`config.mk`:
```
export PLATFORM = sky130hd
export DESIGN_NAME = wlmont_final_corr
export DESIGN_NICKNAME = d
export VERILOG_FILES = /design/src/rtl/wlmont_final_corr.sv
export SDC_FILE = /design/constraint.sdc
export NUM_CORES = 1
export LEC_CHECK = 0
export CAP_MARGIN = 20
export CORE_ASPECT_RATIO = 0.9
export CORE_MARGIN = 1.5
export CORE_UTILIZATION = 35
export DETAILED_ROUTE_END_ITERATION = 6
export PLACE_DENSITY = 0.69
export SYNTH_ARGS = -nofsm -noshare
export SYNTH_HDL_FRONTEND = slang
export SYNTH_SLANG_ARGS = --single-unit
export TNS_END_PERCENT = 30
```
`constraint.sdc`:
```
create_clock -name clk -period 1.4 [get_ports clk]
set_input_delay 0.14 -clock clk [delete_from_list [all_inputs] [get_ports clk]]
set_output_delay 0.14 -clock clk [all_outputs]
set_load 0.1 [all_outputs]
```
`src/rtl/wlmont_final_corr.sv`:
```
// Final correction after word-level Montgomery reduction: maps To in [0, 2q) to [0, q).
// Two-stage stallable valid/ready pipe with sideband tag and a sticky range-violation flag.
module wlmont_final_corr #(
    parameter int LOGQ  = 31,
    parameter int LOGTI = 32,
    parameter int TAGW  = 8
) (
    input  logic             clk,
    input  logic             rst_n,
    input  logic [LOGQ-1:0]  q,
    input  logic             in_valid,
    output logic             in_ready,
    input  logic [LOGTI-1:0] in_data,
    input  logic [TAGW-1:0]  in_tag,
    output logic             out_valid,
    input  logic             out_ready,
    output logic [LOGQ-1:0]  out_data,
    output logic [TAGW-1:0]  out_tag,
    output logic             err,
    input  logic             err_clr
);

    localparam int XW = LOGTI + 1 - LOGQ;

    logic            s1_valid_q, s1_valid_d;
    logic [LOGQ-1:0] s1_lo_q, s1_lo_d;
    logic [LOGQ-1:0] s1_d1_q, s1_d1_d;
    logic            s1_ge1_q, s1_ge1_d;
    logic            s1_ge2_q, s1_ge2_d;
    logic [TAGW-1:0] s1_tag_q, s1_tag_d;
    logic            s2_valid_q, s2_valid_d;
    logic [LOGQ-1:0] out_data_q, out_data_d;
    logic [TAGW-1:0] out_tag_q, out_tag_d;
    logic            err_q, err_d;

    logic             adv1;
    logic             in_fire;
    logic             load2;
    logic [LOGTI:0]   d1;
    logic [LOGTI+1:0] d2;
    logic             unused_bits;

    assign adv1     = !s2_valid_q || out_ready;
    assign in_ready = !s1_valid_q || adv1;
    assign in_fire  = in_valid && in_ready;
    assign load2    = s1_valid_q && adv1;

    // The MSB of each widened difference is the borrow: set means in_data < subtrahend.
    assign d1 = {1'b0, in_data} - {{XW{1'b0}}, q};
    assign d2 = {2'b00, in_data} - {{XW{1'b0}}, q, 1'b0};

    assign unused_bits = ^{d1[LOGTI-1:LOGQ], d2[LOGTI:0]};

    always_comb begin
        s1_valid_d = s1_valid_q;
        s1_lo_d    = s1_lo_q;
        s1_d1_d    = s1_d1_q;
        s1_ge1_d   = s1_ge1_q;
        s1_ge2_d   = s1_ge2_q;
        s1_tag_d   = s1_tag_q;
        if (in_fire) begin
            s1_valid_d = 1'b1;
            s1_lo_d    = in_data[LOGQ-1:0];
            s1_d1_d    = d1[LOGQ-1:0];
            s1_ge1_d   = !d1[LOGTI];
            s1_ge2_d   = !d2[LOGTI+1];
            s1_tag_d   = in_tag;
        end else if (adv1) begin
            s1_valid_d = 1'b0;
        end
    end

    always_comb begin
        s2_valid_d = s2_valid_q;
        out_data_d = out_data_q;
        out_tag_d  = out_tag_q;
        if (load2) begin
            s2_valid_d = 1'b1;
            out_data_d = s1_ge1_q ? s1_d1_q : s1_lo_q;
            out_tag_d  = s1_tag_q;
        end else if (out_ready) begin
            s2_valid_d = 1'b0;
        end
    end

    // A violation landing in stage 2 overrides a simultaneous clear.
    always_comb begin
        err_d = err_q;
        if (load2 && s1_ge2_q) begin
            err_d = 1'b1;
        end else if (err_clr) begin
            err_d = 1'b0;
        end
    end

    always_ff @(posedge clk or negedge rst_n) begin
        if (!rst_n) begin
            s1_valid_q <= 1'b0;
            s1_lo_q    <= '0;
            s1_d1_q    <= '0;
            s1_ge1_q   <= 1'b0;
            s1_ge2_q   <= 1'b0;
            s1_tag_q   <= '0;
            s2_valid_q <= 1'b0;
            out_data_q <= '0;
            out_tag_q  <= '0;
            err_q      <= 1'b0;
        end else begin
            s1_valid_q <= s1_valid_d;
            s1_lo_q    <= s1_lo_d;
            s1_d1_q    <= s1_d1_d;
            s1_ge1_q   <= s1_ge1_d;
            s1_ge2_q   <= s1_ge2_d;
            s1_tag_q   <= s1_tag_d;
            s2_valid_q <= s2_valid_d;
            out_data_q <= out_data_d;
            out_tag_q  <= out_tag_d;
            err_q      <= err_d;
        end
    end

    assign out_valid = s2_valid_q;
    assign out_data  = out_data_q;
    assign out_tag   = out_tag_q;
    assign err       = err_q;

endmodule

```
==> metrics.md <==
| Metric | Value |
|---|---|
| Run status | `finished with violations` |
| Failing checks | `negative setup slack` |
| Chip height | `136 µm` |
| Crit share post-route | `143%` |
| Grt ovf | `0` |
| I/O pins | `118` |
| First-pass GRT wire length | `34200 µm` |
| Area Growth Syn to Fin | `72.1%` |
| Count of cell types in the netlist | `56` |
| Critical path's largest stage delay | `0.35 ns` |
| FILL cells | `1538` |
| Wire per inst | `16.0 µm` |
| Vias in the first global route | `6817` |
| Largest net degree at the start of global routing | `42` |
| Die area | `20400 µm²` |
| Layout cell share with drive strength beyond 1 | `43.7%` |
| Row cnt | `48` |
| Root buffer cell | `clkbuf_16` |
| VDD IR max | `709 µV` |
| FF+latch area | `2860 µm²` |
| Layout Nets | `1223` |
| Post-synth top flop | `dfrtp_1` |
| Synth Instances | `771` |
| Gr usage total | `21.6%` |
| Routed Antenna Nets | `0` |
| Post-Syn Area | `6840 µm²` |
| Clk Latency, worst-skew pair | `0.42 ns` |
| Final setup violation count | `65` |
| Post-synth ARST share | `100%` |
| Largest fanout on the critical path | `2` |
| CP arrival | `2.31 ns` |
| Skew final | `0.00611 ns` |
| RSZ-0062 raised after global routing | `true` |
| Synth area leader | `dfrtp_1` |
| Inserted Diodes | `0` |
| Setup tns final | `-11.50 ns` |
| DRC | `0` |
| Tightest Hold Check Type | `input port to register` |
| Fmax | `501 MHz` |
| Crit Path Class | `input port to register` |
| Sequence of cells on the critical path | `buf_6 -> inv_4 -> ha_4 -> fa_2 -> nand2b_4 -> a21oi_4 -> o31a_1 -> o2bb2ai_4 -> a211oi_4 -> buf_4 -> a211o_1 -> a21o_1 -> a31o_1` |
| Commonest non-fill, non-tap cell in the layout | `nand2_1` |
| Clk sinks | `114` |
| Routed vias | `6749` |
| Area share of the largest cell type after synthesis | `41.7%` |
| Crit start category | `input port` |
| MaxCap Viol Count | `0` |
| Final WS setup | `-0.596 ns` |
| Relative slew slack | `67.8%` |
| Port Buffer Count | `117` |
| Worst-path clk slew | `0.06 ns` |
| P_leak | `5.72 nW` |
| Core Footprint | `19200 µm²` |
| Overall Power | `16.3 mW` |
| Dpl hpwl | `14700 µm` |
| Warnings from Yosys | `0` |
| CP max-delay cell | `fa_2` |
| Drt pass-1 iters | `6` |
| Slew @ Worst Pin | `0.481 ns` |
| Routed wire length | `21600 µm` |
| Initial antenna violation count | `0` |
| Worst Path Required | `1.71 ns` |
| CTS buffer count | `17` |
| Initial Util | `35.7%` |
| CTS max path bufs | `2` |
| Slew Viols, Final | `0` |
| Top post-synthesis cells by area | `dfrtp_1 42%, ha_1 11%, nand2_1 11%, mux2i_1 4.5%, o21ai_0 4.5%` |
| Post-synth EDFFs | `0` |
| 1st-iter DRT viols | `410` |
| Most frequent cells in the layout | `182 x nand2_1, 176 x buf_4, 112 x dfrtp_1` |
| TritonCTS clock tree | `built` |
| Yosys reg bits | `114` |
| Die Wd | `150 µm` |
| Area of the multi-input gates | `4580 µm²` |
| WHS | `0.00968 ns` |
| DR vias/cell | `5.01` |
| Crit end category | `register` |
| Htree depth | `4` |
| RePlAce Congestion | `0.904` |
| Syn Area/Cell | `8.88 µm²` |
| Final hold vios | `0` |
| Sequential fraction of the synthesis area | `41.7%` |
| Final Critical Period | `2.00 ns` |
| P per Cell Area | `1380 nW/µm²` |
| Syn Nets | `909` |
final timing paths:
check                            start     endpoint  slack (ns)  depth (start not counted)
min in group asynchronous        rst_n   out_tag[1]        0.17                          2
min                        in_data[13]  s1_lo_q[13]        0.01                          3
max reg2reg                  out_valid     s1_ge2_q       -0.23                          5
min reg2reg                s1_tag_q[7]  s1_tag_q[7]        0.47                          2
max                         in_data[0]  s1_d1_q[30]       -0.60                         13
max in group asynchronous        rst_n    out_valid        0.72                          3
critical path: cells and delay by family:
kind | cells | cell delay [ns]
simple gates | 1 | 0.17
fa+ha+maj | 2 | 0.50
compound gates | 7 | 1.23
buf+inv | 3 | 0.25
kinds of logic after synthesis:
family                   synth area share [%]
adder cells (fa/ha/maj)                  11.4
AO/OA/AOI/OAI                            16.9
XOR/XNOR                                 3.20
multiplexers                             5.85
AND/OR/NAND/NOR                          16.7
buffers and inverters                    4.19
flip-flops                               41.7
synth_stat cells, types with 4 or more instances:
cell	n
a211o_1	4
dfrtp_1	114
o21ai_0	61
nand2_1	201
nor2_1	30
nand3_1	8
nor3_1	6
xor2_1	11
mux2_2	8
o21ai_1	14
nor2b_1	5
buf_1	5
o21bai_1	5
ha_1	61
xnor2_1	14
buf_2	4
inv_1	40
a21o_1	23
o21a_1	4
clkbuf_1	25
mux2i_1	31
nand2b_1	7
o211ai_1	5
nand4_1	10
a21oi_1	34
power breakdown:
| group | total (mW) | internal [mW] | switching, mW |
|---|---|---|---|
| logic | 7.45 | 3.10 | 4.35 |
| registers | 4.59 | 3.99 | 0.598 |
| clock network | 4.25 | 2.73 | 1.52 |
| total | 16.3 | 9.82 | 6.47 |
state kept, by name, indices dropped and copies added, names as in the netlist:
register	cells
s1_valid_q	1
s1_ge2_q	1
err	1
s1_ge1_q	1
s1_d1_q	31
s1_tag_q	8
out_tag	8
out_data	31
out_valid	1
s1_lo_q	31
routing by layer:
layer  track usage (%)  vias to the layer above  part of all wire (%)
met4              7.52                        0                   2.0
met5                 0                        -                     0
met1              28.1                     3231                    44
met3              4.11                       37                   4.6
met2              35.8                      209                    49
li1                  -                     3272                     -
through the flow:
step | utilization [%] | cells | worst slack [ns] | area, µm²
after floorplan | - | 771 | -1.07 | 6890
after global placement | 52.0 | 1270 | -1.55 | 9970
after detailed placement | 52.0 | 1270 | -1.59 | 9970
after CTS | 60.1 | 1336 | -0.596 | 11500
after global routing | 61.5 | 1346 | -0.646 | 11800
final | 61.5 | 1346 | -0.596 | 11800
cell type report:
type                    count  area share [%]
inverters                  41            1.39
clock buffers              21            3.99
multi-input cells         582            38.9
clock inverters             9           0.914
flip-flops and latches    114            24.3
well taps                 250            2.66
repair buffers            329            27.9
timing repair:
item | CTS | global route
hold buffers | 2 | 0
endpoints found under the setup margin | 91 | 74
pin swaps | 116 | 51
hold endpoints to repair | 115 | 0
gates cloned | 0 | 0
resized for setup | 301 | 83
setup buffers | 38 | 13
Power figures use the tool's default switching activity.
